**src/rtl/s_routing_table.sv**
```systemverilog
// -----------------------------------------------------------------------------
// s_routing_table
//   Per-port next-hop decoder for the mesh router. It sits between a port's
//   input FIFO and the internal arbiter bus. It reads the destination row and
//   column and the routing mode from the packet header, then replaces the
//   packet's next-hop byte with the output port the packet must leave through.
//   The output is fully registered and has one cycle of latency.
//
// Ports
//   clk        in   system clock, rising edge
//   rst        in   asynchronous active-low reset (0 = reset)
//   data_in    in   [pckg_sz]  packet from the port input FIFO
//   pndng_in   in   data_in holds a valid packet
//   data_out   out  [pckg_sz]  packet with the next-hop byte rewritten
//   pndng_out  out  pndng_in delayed by one cycle
//   route_err  out  the destination of the routed packet was invalid
//
// Packet layout (MSB first)
//   [pckg_sz-1 :pckg_sz-8 ]  next-hop byte (overwritten)
//   [pckg_sz-9 :pckg_sz-12]  tgt_r
//   [pckg_sz-13:pckg_sz-16]  tgt_c
//   [pckg_sz-17]             mode (1 = row first, 0 = column first)
//   [pckg_sz-18:0]           payload
// -----------------------------------------------------------------------------
module s_routing_table #(
  parameter int pckg_sz = 40,
  parameter int id_r    = 1,
  parameter int id_c    = 1,
  parameter int columns = 4,
  parameter int rows    = 4
) (
  input  logic               clk,
  input  logic               rst,
  input  logic [pckg_sz-1:0] data_in,
  input  logic               pndng_in,
  output logic [pckg_sz-1:0] data_out,
  output logic               pndng_out,
  output logic               route_err
);

  localparam logic [7:0] ID_R  = 8'(id_r);
  localparam logic [7:0] ID_C  = 8'(id_c);
  localparam logic [7:0] MAX_R = 8'(rows + 1);
  localparam logic [7:0] MAX_C = 8'(columns + 1);

  localparam logic [7:0] PORT_N    = 8'h00;
  localparam logic [7:0] PORT_E    = 8'h01;
  localparam logic [7:0] PORT_S    = 8'h02;
  localparam logic [7:0] PORT_W    = 8'h03;
  localparam logic [7:0] HOP_BCAST = 8'hFF;

  // Dimension-ordered route choice. For an invalid destination, the caller
  // replaces the result with the broadcast code.
  function automatic logic [7:0] pick_port(input logic [7:0] tr,
                                           input logic [7:0] tc,
                                           input logic       row_first);
    logic [7:0] port;
    port = PORT_N;
    if (row_first) begin
      if      (tr < ID_R) port = PORT_N;
      else if (tr > ID_R) port = PORT_S;
      else if (tc > ID_C) port = PORT_E;
      else if (tc < ID_C) port = PORT_W;
    end else begin
      if      (tc > ID_C) port = PORT_E;
      else if (tc < ID_C) port = PORT_W;
      else if (tr < ID_R) port = PORT_N;
      else if (tr > ID_R) port = PORT_S;
    end
    return port;
  endfunction

  logic [7:0]         tgt_r;
  logic [7:0]         tgt_c;
  logic               mode;
  logic               invalid;
  logic [7:0]         next_hop;

  logic [pckg_sz-1:0] data_d,  data_q;
  logic               pndng_d, pndng_q;
  logic               err_d,   err_q;

  always_comb begin
    tgt_r   = {4'b0000, data_in[pckg_sz-9  -: 4]};
    tgt_c   = {4'b0000, data_in[pckg_sz-13 -: 4]};
    mode    = data_in[pckg_sz-17];

    // A packet addressed to this router has no exit port. Coordinates
    // beyond the terminal ring are malformed.
    invalid = ((tgt_r == ID_R) && (tgt_c == ID_C)) ||
              (tgt_r > MAX_R) || (tgt_c > MAX_C);

    next_hop = invalid ? HOP_BCAST : pick_port(tgt_r, tgt_c, mode);

    data_d  = {next_hop, data_in[pckg_sz-9:0]};
    pndng_d = pndng_in;
    err_d   = pndng_in & invalid;
  end

  // Output stage: loads every cycle, whether or not a packet is pending.
  always_ff @(posedge clk or negedge rst) begin
    if (!rst) begin
      data_q  <= '0;
      pndng_q <= 1'b0;
      err_q   <= 1'b0;
    end else begin
      data_q  <= data_d;
      pndng_q <= pndng_d;
      err_q   <= err_d;
    end
  end

  assign data_out  = data_q;
  assign pndng_out = pndng_q;
  assign route_err = err_q;

endmodule

```
**config.mk**
```make
export PLATFORM = sky130hd
export DESIGN_NAME = s_routing_table
export DESIGN_NICKNAME = d
export VERILOG_FILES = /design/src/rtl/s_routing_table.sv
export SDC_FILE = /design/constraint.sdc
export NUM_CORES = 1
export LEC_CHECK = 0
export ABC_AREA = 1
export BUFFER_PORTS_ARGS = -buffer_cell sky130_fd_sc_hd__buf_2
export CAP_MARGIN = 25
export CORE_ASPECT_RATIO = 0.5
export CORE_MARGIN = 1
export CORE_UTILIZATION = 35
export CTS_CLUSTER_SIZE = 14
export DETAILED_ROUTE_END_ITERATION = 8
export PLACE_DENSITY = 0.71
export SETUP_SLACK_MARGIN = 0.05
export SYNTH_ARGS = -nofsm -noshare
export SYNTH_HDL_FRONTEND = slang
export SYNTH_SLANG_ARGS = --single-unit
```
**constraint.sdc**
```tcl
create_clock -name clk -period 2.3 [get_ports clk]
set_clock_uncertainty 0.2 [all_clocks]
set_input_delay 0.115 -clock clk [delete_from_list [all_inputs] [get_ports clk]]
set_output_delay 0.115 -clock clk [all_outputs]
set_load 0.005 [all_outputs]
```
==> impl_metrics.ini, run 1 <==
[outcome]
status = complete, no violations

[yosys]
post_synth_most_frequent_cells = dfrtp_1 (37), nand2_1 (16), inv_1 (12)
syn_nets = 129
ys_seq_elements = 37
synth-main-ff-cell = dfrtp_1
post_synth_instance_area_sq_um = 1150
synth_most_common_cell = dfrtp_1
top_cells_by_area_synth = dfrtp_1 (81%), nand2_1 (5.2%), inv_1 (3.9%)
synth_enable_flop_cells = 0
post-synth-top-area-fraction_pct = 80.8
yosys_warnings = 0
synthArstFlopShare_pct = 100
ys_seq_area_share_pct = 80.8
postSynthCellCount = 86
post_synth_num_cell_types = 9
synth_top_area_cell = dfrtp_1
syn_area_per_cell_sq_um = 13.3

[clock_network]
root_buffer = clkbuf_8
cts_max_path_buffers = 2
post_cts.resized_instances = 0
htree_levels = 2
cts_post_setup_buffers_inserted = 0
tritoncts.num_buffers = 5
cts_num_sinks = 37
tritoncts = built
clkTransAtPathRegs_ns = 0.07

[timing]
timing.final.setup_violations = 0
slew_violations = 0
slew-limit-headroom_pct = 47.5
finalCriticalPeriod_ns = 1.27
final-hold-violation-count = 0
timing.final.crit_share_pct = 55.4
post-route-worst-setup-slack_ns = 1.03
finalSetupTns_ns = 0
fmax_mhz = 785
whs_ns = 0.257
worst-slew-pin-transition_ns = 0.787
rsz0062_at_grt = false

[drt]
drtIter0Drc = 33
routed_via_density = 4.10
drc = 0
firstDrtPassIters = 4
route.vias.total = 981
detail-route-antenna-nets = 0
totalWireLength_microns = 2970
routedWlPerCell_microns = 12.4

[floorplan]
fp-row-count = 14
floorplan.core_area_sq_um = 3070
num_io_pins = 85
design.die.area_sq_um = 3520
floorplan.die.width_microns = 82.9
fp.dieH_microns = 42.5
initial_core_util_pct = 37.4

[power]
leakagePower_nw = 1.02
switching_share_pct = 22.3
pwr_density_cell_nw_per_um2 = 649
internal_power_uw = 987
ir_drop_v = 0.000364
share_clk_of_total_power_pct = 33.2
power.switching_uw = 283
power.sequential.fraction_pct = 54.5
combPwrFrac_pct = 12.3
fin_total_pwr_mw = 1.27

[grt]
antenna_violations_before_repair = 0
track_usage_pct = 18.6
grt_pass1_wl_microns = 4840
via_count_of_the_first_global_routing_pass = 1052
largest_net_degree_at_the_start_of_global_routing = 38
grt_remaining_overflow = 0

[placed_design]
place_congestion = 0.707
detailed_place_hpwl_microns = 1580
place_worst_setup_slack_ns = 1.31
port-buffer-count = 76
dpl.cell_count = 197

[critical_path]
timing.critical_path.mode_cell = nor2_1
critical_path.top_delay_family = buffers and inverters
critical_path_buf_inv_count = 2
setup.worst_path.end_class = flop
timing.critical_path.cells = dlygate4sd3_1 > buf_2 > nor2_1 > nand3_2 > nor2_1 > nand2_1
crit_slowest_cell = dlygate4sd3_1
criticalPathCategory = input port to flop
crit_required_ns = 2.26
worst-path-max-fanout = 4
crit_path_start_kind = input port
slowest_delay_ns = 0.55
crit_arrival_ns = 1.24

[finish]
final_layout_size_suffix_gt1_share_pct = 42.2
antenna-diode-count = 0
layout.cells.non_filler = 239
area_growth_pct = 71.0
nNetsFinal = 241
fillers = 230

[run]
maxCapViolCount = 0

[hold_path]
hp-class = input port to async pin
-- power groups by stage --
stage / Combinational [mW] / Clock (mW) / Sequential [mW]
after floorplan: 0.0238 / 0 / 0.710
after global placement: 0.106 / 0 / 0.702
after detailed placement: 0.109 / 0 / 0.703
after CTS: 0.154 / 0.429 / 0.691
after global routing: 0.172 / 0.462 / 0.695
final: 0.156 / 0.422 / 0.692
-- registers in the layout (all words and copies together) (netlist names) --
name       count
pndng_out      1
route_err      1
data_out      35
-- cells by family (layout without fill, tap and decap cells) --
logic type             after synthesis  in the layout  share of synthesized area (%)
AO/OA/AOI/OAI                        1              1                          0.764
buffers and inverters               17            130                           7.21
flip-flops                          37             37                           80.8
AND/OR/NAND/NOR                     31             31                           11.2
-- final timing paths --
path / slack, ns / from / cells after the start / to
worst max-delay path: 1.03 / data_in[31] / 6 / data_out[33]
worst min-delay path: 0.26 / rst / 2 / data_out[5]
max in group asynchronous: 1.14 / rst / 2 / data_out[32]
min in group clk: 0.27 / data_in[1] / 2 / data_out[1]
-- per-layer routing --
| metal | wire length [microns] | track usage [%] | up-vias |
|---|---|---|---|
| li1 | - | - | 471 |
| met3 | 112 | 4.33 | 7 |
| met4 | 37 | 6.21 | 0 |
| met2 | 1850 | 39.8 | 26 |
| met5 | 0 | 0 | - |
| met1 | 973 | 17.3 | 477 |
-- layout by cell type (no fill, tap or decap) --
cell and n:
a21oi_2 1, buf_2 76, clkbuf_1 3, clkbuf_8 5, dfrtp_1 37, dlygate4sd3_1 34
inv_1 12, nand2_1 16, nand3_1 3, nand3_2 1, nor2_1 10, nor2_2 1
-- metrics by stage --
| step | area [sq um] | util, % |
|---|---|---|
| 2_1_floorplan | 1150 | - |
| 3_3_place_gp | 1540 | 50.2 |
| 3_5_place_dp | 1540 | 50.2 |
| 4_1_cts | 1960 | 63.9 |
| 5_1_grt | 1960 | 63.9 |
| 6_report | 1960 | 63.9 |
-- area by class of cell --
class / instances / area [sq um] / area share [%]
timing repair buffer: 110 / 721 / 36.8
multi-input combinational: 32 / 138 / 7.02
sequential: 37 / 926 / 47.3
inverter: 12 / 45.0 / 2.30
tap: 40 / 50.0 / 2.55
clock buffer: 8 / 80.1 / 4.09
-- timing repair --
| action | in CTS | in global routing |
|---|---|---|
| setup endpoints to repair | 0 | 0 |
| hold buffers | 34 | 0 |
| endpoints found under the hold margin | 74 | 0 |
(Power assumes the default switching activity.)
==> inputs of run 2 (changes only) <==
Settings changed: ABC_AREA 1 to 0, CORE_UTILIZATION 35 to 34, PLACE_DENSITY 0.71 to 0.74.
Clock period 2.3 ns to 1.1 ns, I/O delays scaled along.
==> impl_metrics.ini, run 2 <==
[yosys]
syn_nets = 99
synth-main-ff-cell = dfrtp_1
synthArstFlopShare_pct = 100
post_synth_most_frequent_cells = dfrtp_1 (37), buf_4 (5)
post_synth_instance_area_sq_um = 1060
post-synth-top-area-fraction_pct = 87.2
top_cells_by_area_synth = dfrtp_1 (87%), buf_4 (3.5%), or4b_4 (1.3%)
yosys_warnings = 0
synth_top_area_cell = dfrtp_1
syn_area_per_cell_sq_um = 19.0
synth_enable_flop_cells = 0
ys_seq_area_share_pct = 87.2
synth_most_common_cell = dfrtp_1
postSynthCellCount = 56
ys_seq_elements = 37
post_synth_num_cell_types = 16

[floorplan]
design.die.area_sq_um = 3370
floorplan.core_area_sq_um = 2780
fp-row-count = 13
fp.dieH_microns = 41.5
floorplan.die.width_microns = 81.1
initial_core_util_pct = 38.2
num_io_pins = 85

[grt]
grt_remaining_overflow = 0
largest_net_degree_at_the_start_of_global_routing = 29
antenna_violations_before_repair = 0
track_usage_pct = 21.5
grt_pass1_wl_microns = 5040
via_count_of_the_first_global_routing_pass = 930

[clock_network]
cts_num_sinks = 37
clkTransAtPathRegs_ns = 0.07
root_buffer = clkbuf_8
cts_post_setup_buffers_inserted = 0
cts_max_path_buffers = 2
tritoncts.num_buffers = 5
tritoncts = built
htree_levels = 2

[finish]
antenna-diode-count = 0
register_area_sq_um = 926
area_occupied_by_multi_input_gates_sq_um = 111
final_area_sq_um = 1960
area_growth_pct = 84.1
mostFrequentLayoutCell = buf_2
fillers = 182
largest_reg_flops = 35
nNetsFinal = 217
final_cell_mix = buf_2 (76), dfrtp_1 (37), dlygate4sd3_1 (31)
finalCoreUtilization_pct = 70.3
layout.cells.non_filler = 212
final_layout_size_suffix_gt1_share_pct = 55.4

[critical_path]
crit_required_ns = 1.05
worst-path-max-fanout = 3
setup.worst_path.end_class = flop
crit_arrival_ns = 1.08
crit_path_start_kind = input port
criticalPathCategory = input port to flop

[drt]
firstDrtPassIters = 5
routed_via_density = 4.34
route.vias.total = 921
detail-route-antenna-nets = 0
totalWireLength_microns = 3590
drtIter0Drc = 73
routedWlPerCell_microns = 16.9
drc = 0

[hold_path]
hold_path_end = data_out[26]
hp-class = input port to flop
min_path_cells = 1
min-delay-start = data_in[26]

[timing]
post-route-worst-setup-slack_ns = -0.0369
slew_violations = 0
whs_ns = -0.274
fmax_mhz = 880
timing.final.crit_share_pct = 103
timing.final.setup_violations = 7
slew-limit-headroom_pct = 77.9
final-hold-violation-count = 14
finalCriticalPeriod_ns = 1.14
rsz0062_at_grt = true
worst-slew-pin-transition_ns = 0.329

[run]
maxCapViolCount = 0

[outcome]
status = finished with violations
failed_checks = hold timing, setup timing

[placed_design]
placed_standard_cell_area_sq_um = 1540
detailed_place_hpwl_microns = 1930
port-buffer-count = 76
dpl.cell_count = 173
place_congestion = 0.772

[power]
pwr_density_cell_nw_per_um2 = 1450
leakagePower_nw = 0.971
fin_total_pwr_mw = 2.83
ir_drop_v = 0.00114
-- run 2: changes by cell type in the layout (fill, tap and decap cells not counted), sizes merged, moves of 2 or more --
cell	delta
nand2	-15
inv	-12
nor2	-10
buf	+9
dlygate4sd3	-3
nand3	-3
or4b	+2
-- run 2: what timing repair did --
item | CTS | global route
hold buffers | 27 | 4
setup endpoints to repair | 6 | 30
hold endpoints to repair | 74 | 20
resized for setup | 0 | 1
-- run 2: where the power goes --
part           internal (mW)  leakage, nW  switching [mW]
Combinational          0.202        0.493           0.147
Sequential              1.43        0.425          0.0223
Clock                  0.566       0.0542           0.469
Total                   2.20        0.971           0.638
-- run 2: layout make-up --
cell class	instances	share of cell area [%]
clock buffers	7	4.93
well taps	37	2.37
clock inverters	1	0.256
repair buffers	116	39.4
multi-input cells	14	5.69
flip-flops and latches	37	47.3
-- run 2: how the worst max path moves through the flow --
stage	startpoint	to	cells after the start
floorplan	data_in[31]	route_err	3
global placement	data_in[31]	route_err	4
detailed placement	data_in[31]	route_err	4
CTS	data_out[38]	data_out[34]	1
global route	data_in[23]	data_out[33]	4
finish	data_in[23]	data_out[33]	4
-- run 2: worst max-delay path, cell delays in order --
cell and delay [ns]:
buf_2 0.12, dlygate4sd3_1 0.58, o32ai_1 0.18, nand4_1 0.15
-- run 2: cells by family after synthesis --
group                  after synthesis  share of synthesized area [%]
DFF                                 37                           87.2
AOI/OAI and AO/OA                    5                           3.65
buffers and inverters                5                           3.53
and+or+nand+nor                      9                           5.65
-- run 2: through the flow --
| stage | setup TNS, ns | setup WS, ns |
|---|---|---|
| after floorplan | -0.0399 | -0.0399 |
| after global routing | -0.377 | -0.0661 |
| after CTS | 0 | 0.00328 |
| final | -0.103 | -0.0369 |
| after global placement | -0.418 | -0.191 |
| after detailed placement | -0.501 | -0.212 |
-- run 2: layer usage --
layer / track usage [%] / wire length, microns / up-vias
met2: 34.1 / 1850 / 25
met3: 5.71 / 116 / 14
met5: 0 / 0 / -
met1: 27.5 / 1460 / 466
met4: 10.0 / 156 / 0
li1: - / - / 416
==> inputs of run 3 (changes only) <==
Settings changed: BUFFER_PORTS_ARGS -buffer_cell sky130_fd_sc_hd__buf_2 to -buffer_cell sky130_fd_sc_hd__buf_4, CORE_ASPECT_RATIO 0.5 to 1.75, CORE_UTILIZATION 34 to 25, PLACE_DENSITY 0.74 to default.
==> impl_metrics.ini, run 3 (same netlist as run 2, synthesis figures left out) <==
[timing]
final-hold-violation-count = 9
slew_violations = 0
whs_ns = -0.221
fmax_mhz = 886
worst-slew-pin-transition_ns = 0.447
finalCriticalPeriod_ns = 1.13
post-route-worst-setup-slack_ns = -0.0288
timing.final.crit_share_pct = 103
timing.final.setup_violations = 6
slew-limit-headroom_pct = 70.2
rsz0062_at_grt = true

[finish]
antenna-diode-count = 0
layout.cells.non_filler = 222
nNetsFinal = 215
final_layout_size_suffix_gt1_share_pct = 57.2
mostFrequentLayoutCell = buf_4
area_growth_pct = 113
final_area_sq_um = 2270
final_cell_mix = buf_4 (52), dfrtp_1 (36), buf_6 (34)
finalCoreUtilization_pct = 55.1
largest_reg_flops = 35

[floorplan]
floorplan.die.width_microns = 51.3
fp.dieH_microns = 88.2
design.die.area_sq_um = 4520
initial_core_util_pct = 25.8
floorplan.core_area_sq_um = 4110
fp-row-count = 31
num_io_pins = 85

[grt]
via_count_of_the_first_global_routing_pass = 1045
grt_pass1_wl_microns = 4700
track_usage_pct = 15.2
antenna_violations_before_repair = 0
largest_net_degree_at_the_start_of_global_routing = 38
grt_remaining_overflow = 0

[critical_path]
crit_path_start_kind = flop
critical_path.top_delay_family = flip-flops
crit_slowest_cell = dfrtp_2
criticalPathCategory = flop to output port
setup.worst_path.end_class = output port
slowest_delay_ns = 0.44
worst-path-max-fanout = 6
crit_arrival_ns = 0.87
crit_required_ns = 0.84
critical_path_buf_inv_count = 1
timing.critical_path.cells = buf_4

[power]
pwr_density_cell_nw_per_um2 = 1360
internal_power_mw = 2.47
power.switching_uw = 608
leakagePower_nw = 1.08
switching_share_pct = 19.8
ir_drop_v = 0.000902
share_clk_of_total_power_pct = 38.4
combPwrFrac_pct = 14.1
power.sequential.fraction_pct = 47.5

[placed_design]
port-buffer-count = 76
placed_standard_cell_area_sq_um = 1740
place_congestion = 0.771
detailed_place_hpwl_microns = 2000
dpl.cell_count = 186
place_worst_setup_slack_ns = -0.241

[drt]
firstDrtPassIters = 2
totalWireLength_microns = 3020
route.vias.total = 913
routed_via_density = 4.11
routedWlPerCell_microns = 13.6
drtIter0Drc = 3
drc = 0
detail-route-antenna-nets = 0

[hold_path]
hp-class = input port to flop

[outcome]
status = finished with violations
failed_checks = hold timing, setup timing

[clock_network]
tritoncts = built
tritoncts.num_buffers = 5
cts_max_path_buffers = 2
htree_levels = 2
cts_num_sinks = 37
clkTransAtPathRegs_ns = 0.07
root_buffer = clkbuf_8

[run]
maxCapViolCount = 0
run 3: final timing paths:
kind / start / end / cells past startpoint
min: data_in[28] / data_out[28] / 2
max: data_out[38] / data_out[35] / 1
max in group asynchronous: rst / data_out[38] / 2
min in group asynchronous: rst / data_out[13] / 2
run 3: timing repair:
item | in CTS | in global routing
pin swaps | 0 | 3
hold endpoints to repair | 74 | 10
setup endpoints to repair | 13 | 42
hold buffers | 28 | 1
buffers inserted | 0 | 0
gates resized for setup | 9 | 27
run 3: power groups by stage:
stage          registers [mW]  logic [mW]  clock network [mW]
5_1_grt                  1.47       0.470                1.27
6_report                 1.46       0.434                1.18
4_1_cts                  1.45       0.406                1.22
3_3_place_gp             1.47       0.311                   0
3_5_place_dp             1.48       0.317                   0
2_1_floorplan            1.48      0.0326                   0
run 3: cell type report:
type / instances / area, sq um
clock buffers: 7 / 86.3
clock inverters: 1 / 30.0
fillers: 344 / 1850
multi-input cells: 14 / 108
flip-flops and latches: 37 / 927
well taps: 49 / 61.3
repair buffers: 114 / 1050
run 3: routing by layer:
metal | vias to the layer above | global-route usage (%) | routed length (microns) | part of all wire, %
met3 | 16 | 2.75 | 201 | 6.7
met4 | 0 | 14.3 | 188 | 6.2
met1 | 426 | 13.1 | 940 | 31
li1 | 413 | - | - | -
met2 | 58 | 28.1 | 1690 | 56
met5 | - | 0 | 0 | 0
run 3: per-stage QoR:
stage	setup TNS (ns)	hold WS (ns)	power [mW]
2_1_floorplan	-0.0399	-0.441	1.52
3_3_place_gp	-0.338	-0.170	1.79
3_5_place_dp	-0.469	-0.163	1.79
4_1_cts	-0.211	-0.226	3.08
5_1_grt	-0.360	-0.223	3.21
6_report	-0.137	-0.221	3.08
